**src/rtl/spi_flash_cmd.sv**
```systemverilog
// SPI mode-0 command engine for serial NOR flash: opcode, optional address, then N read bytes.
// Latency: CLK_DIV setup + 2*CLK_DIV per bit + CLK_DIV hold + CLK_DIV deselect; start is ignored while busy.
module spi_flash_cmd #(
  parameter int CLK_DIV      = 2,
  parameter int ADDR_BYTES   = 3,
  parameter int MAX_RD_BYTES = 256,
  localparam int LW          = $clog2(MAX_RD_BYTES + 1)
) (
  input  logic                    clk,
  input  logic                    rst_n,
  input  logic                    start,
  input  logic [7:0]              cmd_op,
  input  logic                    has_addr,
  input  logic [8*ADDR_BYTES-1:0] addr,
  input  logic [LW-1:0]           rd_len,
  input  logic                    abort,
  input  logic                    spimiso,
  output logic                    spisck,
  output logic                    spimosi,
  output logic                    prom_cs_n,
  output logic [7:0]              rd_data,
  output logic                    rd_valid,
  output logic                    busy,
  output logic                    done,
  output logic                    aborted
);

  localparam int AW = 8 * ADDR_BYTES;
  localparam int TW = 8 + AW;
  localparam int BW = $clog2(8 * MAX_RD_BYTES + TW + 1);
  localparam logic [7:0]    DIV_LAST = 8'(CLK_DIV - 1);
  localparam logic [LW-1:0] MAX_LEN  = LW'(MAX_RD_BYTES);
  localparam bit            DIV1     = (CLK_DIV == 1);

  typedef enum logic [2:0] {IDLE, SETUP, CMD, ADDR, DATA, HOLD, DESEL} state_t;

  state_t        state;
  logic [7:0]    div_cnt;
  logic [BW-1:0] bit_cnt;
  logic [BW-1:0] data_bits;
  logic [TW-2:0] tx_sr;
  logic [6:0]    rx_sr;
  logic          has_addr_q;
  logic          ab_pend;

  logic [LW-1:0] len_clamp;
  logic [BW-1:0] len_bits;
  logic          div_last;

  assign len_clamp = (rd_len > MAX_LEN) ? MAX_LEN : rd_len;
  assign len_bits  = BW'({len_clamp, 3'b000});
  assign div_last  = (div_cnt == DIV_LAST);

  always_ff @(posedge clk or negedge rst_n) begin
    if (!rst_n) begin
      state      <= IDLE;
      div_cnt    <= '0;
      bit_cnt    <= '0;
      data_bits  <= '0;
      tx_sr      <= '0;
      rx_sr      <= '0;
      has_addr_q <= 1'b0;
      ab_pend    <= 1'b0;
      spisck     <= 1'b0;
      spimosi    <= 1'b0;
      prom_cs_n  <= 1'b1;
      rd_data    <= 8'h00;
      rd_valid   <= 1'b0;
      busy       <= 1'b0;
      done       <= 1'b0;
      aborted    <= 1'b0;
    end else begin
      rd_valid <= 1'b0;
      done     <= 1'b0;
      // Once in DESEL the flash is already released, so a late abort changes nothing.
      if (abort && state != IDLE && state != DESEL) begin
        state     <= DESEL;
        spisck    <= 1'b0;
        spimosi   <= 1'b0;
        prom_cs_n <= 1'b1;
        div_cnt   <= '0;
        ab_pend   <= 1'b1;
        if (DIV1) begin
          done    <= 1'b1;
          aborted <= 1'b1;
        end
      end else begin
        case (state)
          IDLE: begin
            if (start) begin
              state      <= SETUP;
              busy       <= 1'b1;
              prom_cs_n  <= 1'b0;
              spisck     <= 1'b0;
              spimosi    <= cmd_op[7];
              tx_sr      <= {cmd_op[6:0], addr};
              has_addr_q <= has_addr;
              data_bits  <= len_bits;
              bit_cnt    <= BW'(8);
              div_cnt    <= '0;
              rx_sr      <= '0;
              ab_pend    <= 1'b0;
            end
          end

          SETUP: begin
            if (div_last) begin
              state   <= CMD;
              div_cnt <= '0;
            end else begin
              div_cnt <= div_cnt + 8'd1;
            end
          end

          CMD, ADDR, DATA: begin
            if (!div_last) begin
              div_cnt <= div_cnt + 8'd1;
            end else begin
              div_cnt <= '0;
              spisck  <= ~spisck;
              if (!spisck) begin
                // Rising sck edge: capture miso; the 8th bit of a byte completes rd_data.
                if (state == DATA) begin
                  rx_sr <= {rx_sr[5:0], spimiso};
                  if (bit_cnt[2:0] == 3'd1) begin
                    rd_data  <= {rx_sr, spimiso};
                    rd_valid <= 1'b1;
                  end
                end
              end else if (bit_cnt != BW'(1)) begin
                bit_cnt <= bit_cnt - BW'(1);
                tx_sr   <= tx_sr << 1;
                spimosi <= (state == DATA) ? 1'b0 : tx_sr[TW-2];
              end else begin
                tx_sr <= tx_sr << 1;
                if (state == CMD && has_addr_q) begin
                  state   <= ADDR;
                  bit_cnt <= BW'(AW);
                  spimosi <= tx_sr[TW-2];
                end else if (state != DATA && data_bits != '0) begin
                  state   <= DATA;
                  bit_cnt <= data_bits;
                  spimosi <= 1'b0;
                end else begin
                  state   <= HOLD;
                  spimosi <= 1'b0;
                end
              end
            end
          end

          HOLD: begin
            if (div_last) begin
              state     <= DESEL;
              prom_cs_n <= 1'b1;
              div_cnt   <= '0;
              if (DIV1) begin
                done    <= 1'b1;
                aborted <= 1'b0;
              end
            end else begin
              div_cnt <= div_cnt + 8'd1;
            end
          end

          DESEL: begin
            if (div_last) begin
              state <= IDLE;
              busy  <= 1'b0;
            end else begin
              div_cnt <= div_cnt + 8'd1;
              // done is registered, so raise it one cycle early to land on the last DESEL cycle.
              if (div_cnt + 8'd1 == DIV_LAST) begin
                done    <= 1'b1;
                aborted <= ab_pend;
              end
            end
          end

          default: state <= IDLE;
        endcase
      end
    end
  end

endmodule

```
**config.mk**
```make
export PLATFORM = sky130hd
export DESIGN_NAME = spi_flash_cmd
export DESIGN_NICKNAME = d
export VERILOG_FILES = /design/src/rtl/spi_flash_cmd.sv
export SDC_FILE = /design/constraint.sdc
export NUM_CORES = 1
export LEC_CHECK = 0
export BUFFER_PORTS_ARGS = -buffer_cell sky130_fd_sc_hd__buf_2
export CELL_PAD_IN_SITES_DETAIL_PLACEMENT = 1
export CELL_PAD_IN_SITES_GLOBAL_PLACEMENT = 2
export CORE_UTILIZATION = 38
export DETAILED_ROUTE_END_ITERATION = 8
export PLACE_DENSITY_LB_ADDON = 0.1
export RECOVER_POWER = 100
export SLEW_MARGIN = 10
export SYNTH_ARGS = -nofsm -noshare
export SYNTH_HDL_FRONTEND = slang
export SYNTH_SLANG_ARGS = --single-unit
```
**constraint.sdc**
```tcl
create_clock -name clk -period 6.1 [get_ports clk]
set_clock_uncertainty 0.2 [all_clocks]
set_input_delay 0.915 -clock clk [delete_from_list [all_inputs] [get_ports clk]]
set_output_delay 0.915 -clock clk [all_outputs]
set_load 0.03 [all_outputs]
```
==> results.toml, run 1 <==
[status]
status = "finished with violations"
violations = "capacitance limit, slew limit"

[logic_synthesis]
synth_largest_area_cell = "dfrtp_1"
synth_area_leaders = "dfrtp_1 46%, nand2_1 8.2%, a31oi_1 4.2%, nor2_1 4.0%, o21ai_0 3.3%"
syn_area_sq_um = 4710
syn_nets = 577
ys_seq_area_share_pct = 46.2
synth_warnings = 0
synth_edf_count = 0
yosysMostFrequentCell = "nand2_1"
synth_seq_cells = 87
synth_ff_type = "dfrtp_1"
netlist_top_cells_count = "103 x nand2_1, 86 x dfrtp_1, 50 x nor2_1"
postSynthAreaPerCell_sq_um = 8.97
netlist.area_leader.share_pct = 45.7
synth_cells = 525
yosysUniqueCellTypes = 67
ys_async_sr_fraction_pct = 100

[critical_path]
r2r-end = "rx_sr[1]"
worstPathMaxFanout = 48
cpPeakStageDelay_ns = 1.57
worstRegToRegCells = 5
cp_data_required_time_ns = 6.14
critPathArrivalTime_ns = 4.45
r2r_slack_ns = 1.69
critPathLaunch = "state[2]"
slowest_stage = "clkbuf_1"
criticalPathCategory = "flip-flop to flip-flop"
path_cells = "or3b_1 > nand2_1 > clkbuf_1 > a21oi_1 > mux2_2"
cp-end-kind = "flip-flop"
reg2reg_from = "state[2]"
worst_setup_path_start_kind = "flip-flop"

[timing]
setup_tns_ns = 0
setup_violations = 0
period_needed_ns = 4.41
fmax_ghz = 0.227
fin_crit_sh_pct = 72.3
finalHoldViolCount = 0
worst_pin_slew_ns = 2.20
relSlewSlack_pct = -46.6
worst_slack_ns = 1.69
rsz0062_at_grt = "false"
hold_ws_ns = 0.280
final_max_slew_viol_count = 139

[job]
maxCapViolCount = 3

[layout]
final_area_sq_um = 5390
fin_nets = 622
drive_gt1_share_pct = 13.7
antennaDiodeCount = 0
area_delta_synth_final_pct = 14.3

[placed_design]
routabilityCongestion = 0.766
place_ws_ns = 2.44
numPortBuffers = 61
placed_cell_area_sq_um = 5140
dpl.hpwl_mm = 8.28

[cts]
cts_resized = 0
path_clk_slew_ns = 0.07
numCtsBuffers = 9
htree_levels = 3
cts_setup_buffers = 0
clk-insertion-delay-late_ns = 0.35
clock_path_buffers = 2
cts_root_buffer = "clkbuf_16"
clkSinkCount = 87
hold_buffers = 0
cts_tree = "built"

[floorplan]
rows = 40
initial_utilization_pct = 39.1
die_w_um = 113
core_sq_um = 12100
die_area_sq_um = 12800
io_pins = 62
fp.dieH_um = 113

[global_route]
grt_max_degree = 65
grt_overflow = 0
antenna_found_initial = 0
grt_pass1_vias = 4087
grt_pass1_wl_mm = 20.6
track_usage_pct = 20.5

[detailed_routing]
routedWlPerCell_um = 16.4
vias_per_cell = 5.40
routed_wl_mm = 12.2
drtIter0Drc = 229
firstDrtPassIters = 4
drc = 0
routed-via-count = 4012
ant_nets = 0

[pwr]
powerDensity_nw_per_um2 = 525
finalPower_mw = 2.83
cellLeakagePower_nw = 2.33
ir_drop_mv = 0.176

[worst_hold_path]
hold_path_end = "ab_pend"
hold_depth = 2
min_from = "ab_pend"
hp-class = "flip-flop to flip-flop"
-- how the worst max path moves through the flow --
| stage | endpoint | slack, ns | cells past startpoint |
|---|---|---|---|
| 5_1_grt | rx_sr[1] | 1.38 | 5 |
| 3_5_place_dp | bit_cnt[10] | 2.44 | 6 |
| 3_3_place_gp | bit_cnt[10] | 2.50 | 6 |
| 4_1_cts | bit_cnt[10] | 2.58 | 6 |
| 6_report | rx_sr[1] | 1.69 | 5 |
| 2_1_floorplan | rd_data[0] | 3.45 | 8 |
-- worst max-delay path: cells and delay by family, from the launching register on --
kind	cells	cell delay (ns)
buffers and inverters	1	1.57
flip-flops	1	0.69
AO/OA/AOI/OAI	1	0.76
multiplexers	1	0.46
AND/OR/NAND/NOR	2	0.60
-- layer usage --
layer	GRT usage, %	part of all wire [%]
met1	27.3	48
met2	33.3	47
met3	3.48	2.9
met4	7.89	1.8
met5	0	0
-- placed cells by master, fill, tap and decap left out, drive strengths merged, types with 7 or more instances in the layout --
cell	instances
nand2	104
mux2	13
nor2b	7
clkbuf	28
a21oi	18
mux2i	14
dfrtp	86
o21ai	33
a31oi	32
inv	18
nor3	7
nand2b	14
nor2	50
buf	48
nand3	10
-- cell type report --
cell class / count / area, sq um
fillers: 1424 / 6680
multi-input cells: 390 / 2300
flip-flops and latches: 87 / 2180
repair buffers: 66 / 317
clock buffers: 10 / 229
well taps: 168 / 210
clock inverters: 6 / 91.3
inverters: 16 / 60.1
-- kinds of logic after synthesis --
group / after synthesis / synth area share, %
flops: 87 / 46.2
fa+ha+maj: 5 / 1.33
compound gates: 133 / 18.7
buf+inv: 48 / 4.22
xor+xnor: 5 / 0.930
mux: 27 / 6.72
simple gates: 220 / 21.9
-- power breakdown --
part           internal (mW)  total (mW)  switching [mW]
Clock                  0.362       0.607           0.244
Sequential             0.801        1.01           0.212
Combinational          0.445        1.21           0.764
-- registers in the layout, indices dropped and copies added (netlist names), 3 cells and up --
name	cells
tx_sr	31
bit_cnt	12
data_bits	9
div_cnt	8
rd_data	8
rx_sr	7
state	3
-- stage by stage --
stage | std cells | util, %
floorplan | 525 | -
global placement | 727 | 42.6
detailed placement | 727 | 42.6
CTS | 743 | 45.2
global route | 743 | 44.7
finish | 743 | 44.7
(Power assumes the default switching activity.)
==> run 2: changes to the inputs <==
--- a/config.mk
+++ b/config.mk
@@ -8,7 +8,7 @@
 export BUFFER_PORTS_ARGS = -buffer_cell sky130_fd_sc_hd__buf_2
 export CELL_PAD_IN_SITES_DETAIL_PLACEMENT = 1
 export CELL_PAD_IN_SITES_GLOBAL_PLACEMENT = 2
-export CORE_UTILIZATION = 38
+export CORE_UTILIZATION = 36
 export DETAILED_ROUTE_END_ITERATION = 8
 export PLACE_DENSITY_LB_ADDON = 0.1
 export RECOVER_POWER = 100
==> constraint.sdc (replaced) <==
create_clock -name clk -period 4.4 [get_ports clk]
set_clock_uncertainty 0.2 [all_clocks]
set_input_delay 0.66 -clock clk [delete_from_list [all_inputs] [get_ports clk]]
set_output_delay 0.66 -clock clk [all_outputs]
set_load 0.03 [all_outputs]
==> run 2 against run 1 <==
  * The run still ends with capacitance limit, slew limit left
  * Sequential power increased by 40%
  * Flip-flop and latch count unchanged
  * Core utilization is 2.2 points lower
  * Design area is essentially flat
  * Via count barely moved
==> results.toml, run 2 (synthesis gave the netlist of run 1 again) <==
[timing]
final_max_slew_viol_count = 68
rsz0062_at_grt = "false"
worst_slack_ns = 1.08
setup_violations = 0
period_needed_ns = 3.32
finalHoldViolCount = 0
worst_pin_slew_ns = 1.76
relSlewSlack_pct = -17.3
fin_crit_sh_pct = 75.5
setup_tns_ns = 0
fmax_ghz = 0.301
hold_ws_ns = 0.283

[critical_path]
worst_setup_path_start_kind = "flip-flop"
worstPathMaxFanout = 63
crit_family = "compound AO/OA/AOI/OAI gates"
cpPeakStageDelay_ns = 0.86
path_cells = "nor2b_1 > o211ai_1 > a21oi_4 > clkbuf_2 > o211ai_1 > a21o_1"
cp-end-kind = "flip-flop"
critPathArrivalTime_ns = 3.35
crit_path_frequent_cell = "o211ai_1"
cp_data_required_time_ns = 4.43
criticalPathCategory = "flip-flop to flip-flop"
slowest_stage = "clkbuf_2"
worst-path-buf-inv = 1

[detailed_routing]
drtIter0Drc = 148
routed-via-count = 4014
vias_per_cell = 5.37
ant_nets = 0
routedWlPerCell_um = 16.2
firstDrtPassIters = 4
drc = 0
routed_wl_mm = 12.1

[cts]
cts_setup_buffers = 0
path_clk_slew_ns = 0.07
cts_tree = "built"
clkSinkCount = 87
cts_resized = 0
clk-insertion-delay-late_ns = 0.34
numCtsBuffers = 9
cts_root_buffer = "clkbuf_16"
hold_buffers = 0
clock_path_buffers = 2
htree_levels = 3

[placed_design]
place_ws_ns = 1.43
numPortBuffers = 61
routabilityCongestion = 0.829
dpl.hpwl_mm = 8.38

[worst_hold_path]
hp-class = "flip-flop to flip-flop"

[status]
violations = "capacitance limit, slew limit"
status = "finished with violations"

[pwr]
ir_drop_mv = 0.250
p_clk_share_pct = 20.5
finalPower_mw = 3.85
p_int_mw = 2.17
cellLeakagePower_nw = 2.33
p_seq_share_pct = 36.6
switching_share_pct = 43.6
p_comb_share_pct = 43.0
powerDensity_nw_per_um2 = 716
p_sw_mw = 1.68

[floorplan]
core_sq_um = 12700
io_pins = 62
die_w_um = 116
rows = 41
initial_utilization_pct = 37.2
die_area_sq_um = 13500
fp.dieH_um = 116

[global_route]
antenna_found_initial = 0
grt_overflow = 0
grt_max_degree = 68
grt_pass1_wl_mm = 20.0
grt_pass1_vias = 3946
track_usage_pct = 19.1

[layout]
final_cell_mix = "103 x nand2_1, 86 x dfrtp_1, 49 x nor2_1, 45 x buf_2"
drive_gt1_share_pct = 14.1
fin_nets = 623
largest-register = "tx_sr"
largest_reg_flops = 31
area_delta_synth_final_pct = 14.2
largest_registers = "tx_sr (31), bit_cnt (12), data_bits (9)"
final_common_cell = "nand2_1"
antennaDiodeCount = 0
fill_cells = 1522

[job]
maxCapViolCount = 1
[run 2: cell count changes in the layout (fill, tap and decap cells not counted)]
cell       before  now
clkbuf_2        1    2
bufinv_16       2    1
clkinv_2        1    2
clkbuf_1       18   17
clkbuf_8        0    1
[run 2: worst min-delay path, stage by stage, from the launching register on]
cell and delay (ns):
dfrtp_1 0.35, nand2_1 0.05, o21ai_0 0.06
[run 2: power by group through the flow]
stage	clock network [mW]	registers (mW)	logic, mW
6_report	0.789	1.41	1.65
5_1_grt	0.843	1.46	1.88
4_1_cts	0.812	1.41	1.73
3_5_place_dp	0	1.42	1.72
3_3_place_gp	0	1.41	1.69
2_1_floorplan	0	1.38	1.27
[run 2: worst paths after layout]
| kind | slack, ns | from | end | depth (start not counted) |
|---|---|---|---|---|
| setup / recovery | 1.08 | state[1] | bit_cnt[7] | 6 |
| hold / removal | 0.28 | tx_sr[0] | tx_sr[0] | 2 |
| setup reg to reg | 1.08 | state[1] | bit_cnt[7] | 6 |
| hold reg to reg | 0.28 | tx_sr[0] | tx_sr[0] | 2 |
| max in group asynchronous | 1.61 | rst_n | bit_cnt[11] | 2 |
| min in group asynchronous | 0.54 | rst_n | div_cnt[5] | 1 |
[run 2: cell type report]
class	instances	area, sq um	area share, %
well taps	172	215	4.00
clock buffers	10	239	4.44
repair buffers	67	322	5.98
multi-input cells	390	2300	42.8
inverters	16	60.1	1.12
flip-flops and latches	87	2180	40.5
clock inverters	6	66.3	1.23
[run 2: per-layer routing]
layer	track usage (%)	vias to the layer above	wire length, um
met1	25.8	1989	5960
met2	31.4	56	5700
met3	2.70	12	288
met4	6.41	0	148
met5	0	-	0
li1	-	1957	-
[run 2: stage by stage]
stage	instances	cell area (sq um)	util (%)
floorplan	525	4710	-
global placement	732	5150	40.6
detailed placement	732	5150	40.6
CTS	748	5460	43.1
global route	748	5380	42.5
finish	748	5380	42.5
==> run 3: changes to the inputs <==
==> constraint.sdc (replaced) <==
create_clock -name clk -period 3.4 [get_ports clk]
set_clock_uncertainty 0.2 [all_clocks]
set_input_delay 0.51 -clock clk [delete_from_list [all_inputs] [get_ports clk]]
set_output_delay 0.51 -clock clk [all_outputs]
set_load 0.03 [all_outputs]
==> run 3 against run 2 <==
  * The flow now finishes without violations
  * Register-to-register slack lost 0.58 ns
  * Total power is 28% higher
  * Sequential power is 27% higher
  * Core utilization is essentially flat
  * Worst setup slack got worse by 0.58 ns
  * First-iteration DRC count increased by 70%
  * Cell count rose by 0.53%
  * Hold slack got worse by 0.083 ns
  * Flip-flop and latch count unchanged
  * Die area unchanged
  * Clock power rose by 14%
==> results.toml, run 3 (synthesis gave the netlist of run 1 again) <==
[critical_path]
cp_data_required_time_ns = 3.42
worstPathMaxFanout = 8
criticalPathCategory = "flip-flop to flip-flop"
crit_family = "simple AND/OR/NAND/NOR gates"
r2r_slack_ns = 0.50
critPathArrivalTime_ns = 2.92
worstRegToRegCells = 7
reg2reg_from = "div_cnt[1]"
path_depth = 7
r2r-end = "rd_data[5]"
path_cells = "inv_1 > ha_1 > nor3b_1 > nand2_2 > or3_1 > or4b_4 > mux2_1"
critical_path.endpoint = "rd_data[5]"
critPathLaunch = "div_cnt[1]"
worst-path-buf-inv = 1
worst_setup_path_start_kind = "flip-flop"
cp-end-kind = "flip-flop"
slowest_stage = "or4b_4"
cpPeakStageDelay_ns = 0.59

[timing]
relSlewSlack_pct = 6.53
rsz0062_at_grt = "false"
final_max_slew_viol_count = 0
setup_tns_ns = 0
fin_crit_sh_pct = 85.3
finalHoldViolCount = 0
period_needed_ns = 2.90
setup_violations = 0
hold_ws_ns = 0.201
fmax_ghz = 0.345
worst_pin_slew_ns = 1.40
worst_slack_ns = 0.498

[floorplan]
rows = 41
core_sq_um = 12700
io_pins = 62
initial_utilization_pct = 37.2
fp.dieH_um = 116
die_area_sq_um = 13500
die_w_um = 116

[cts]
cts_root_buffer = "clkbuf_16"
clock_path_buffers = 2
cts_setup_buffers = 0
clk-insertion-delay-late_ns = 0.35
cts_resized = 0
numCtsBuffers = 9
cts_tree = "built"
clkSinkCount = 87
path_clk_slew_ns = 0.06
hold_buffers = 0
htree_levels = 3

[job]
maxCapViolCount = 0

[detailed_routing]
drtIter0Drc = 252
routed_wl_mm = 12.5
firstDrtPassIters = 4
ant_nets = 0
routedWlPerCell_um = 16.6
vias_per_cell = 5.30
drc = 0
routed-via-count = 3988

[global_route]
grtUsageMet3_pct = 4.88
grt_overflow = 0
use_met2_pct = 33.3
grt_pass1_wl_mm = 20.9
track_usage_pct = 20.1
grt_max_degree = 62
antenna_found_initial = 0
grt_use_met1_pct = 26.4
grt_pass1_vias = 4053
top_usage_layer = "met2"

[worst_hold_path]
hp-class = "input port to flip-flop"

[layout]
largest_reg_flops = 31
regArea_sq_um = 2180
fin_nets = 630
area_delta_synth_final_pct = 14.3
fin_util_pct = 42.5
final_common_cell = "nand2_1"
final_area_sq_um = 5380
antennaDiodeCount = 0
fill_cells = 1518
multi_input_area_sq_um = 2310
final_cell_mix = "103 x nand2_1, 86 x dfrtp_1, 49 x nor2_1, 45 x buf_2"
instances_no_fill = 752
largest_registers = "tx_sr (31), bit_cnt (12), data_bits (9)"
largest-register = "tx_sr"
drive_gt1_share_pct = 14.5

[pwr]
p_clk_share_pct = 18.2
finalPower_mw = 4.93
p_comb_share_pct = 45.5
switching_share_pct = 44.1
cellLeakagePower_nw = 2.33
p_seq_share_pct = 36.4
powerDensity_nw_per_um2 = 915
ir_drop_mv = 0.327
p_sw_mw = 2.17
p_int_mw = 2.75

[placed_design]
dpl.hpwl_mm = 8.89
routabilityCongestion = 0.777
numPortBuffers = 61
placed_cells = 739
place_ws_ns = 0.539
placed_cell_area_sq_um = 5200

[status]
status = "finished clean"
==> run 3: changes by cell type in the layout (fill, tap and decap cells not counted), sizes merged <==
cell,previous run,this run
clkbuf,29,33
buf,48,52
bufinv,1,0
clkinv,3,2
inv,18,16
==> run 3: how the worst min path moves through the flow <==
stage | startpoint | to | slack [ns] | cells after the start
floorplan | rst_n | ab_pend | 0.01 | 0
global placement | ab_pend | ab_pend | 0.26 | 2
detailed placement | ab_pend | ab_pend | 0.27 | 2
CTS | rst_n | state[2] | 0.04 | 1
global route | spimiso | rd_data[0] | 0.20 | 2
finish | has_addr | has_addr_q | 0.20 | 2
==> run 3: area by class of cell <==
cell class                      count  share of cell area (%)
Clock buffer                       11                    4.51
Clock inverter                      2                   0.186
Inverter                           16                    1.12
Multi-Input combinational cell    390                    42.9
Sequential cell                    87                    40.5
Tap cell                          172                    4.00
Timing Repair Buffer               74                    6.79
==> run 3: power by group through the flow <==
stage / Combinational [mW] / Clock (mW) / Sequential, mW
after CTS: 2.34 / 0.930 / 1.80
after detailed placement: 2.32 / 0 / 1.81
after floorplan: 1.64 / 0 / 1.78
final: 2.24 / 0.896 / 1.79
after global routing: 2.53 / 0.971 / 1.86
after global placement: 2.26 / 0 / 1.80
==> run 3: metal layers <==
| layer | vias up | share of wire, % |
|---|---|---|
| li1 | 1961 | - |
| met1 | 1968 | 48 |
| met2 | 55 | 48 |
| met3 | 4 | 2.9 |
| met4 | 0 | 0.56 |
| met5 | - | 0 |
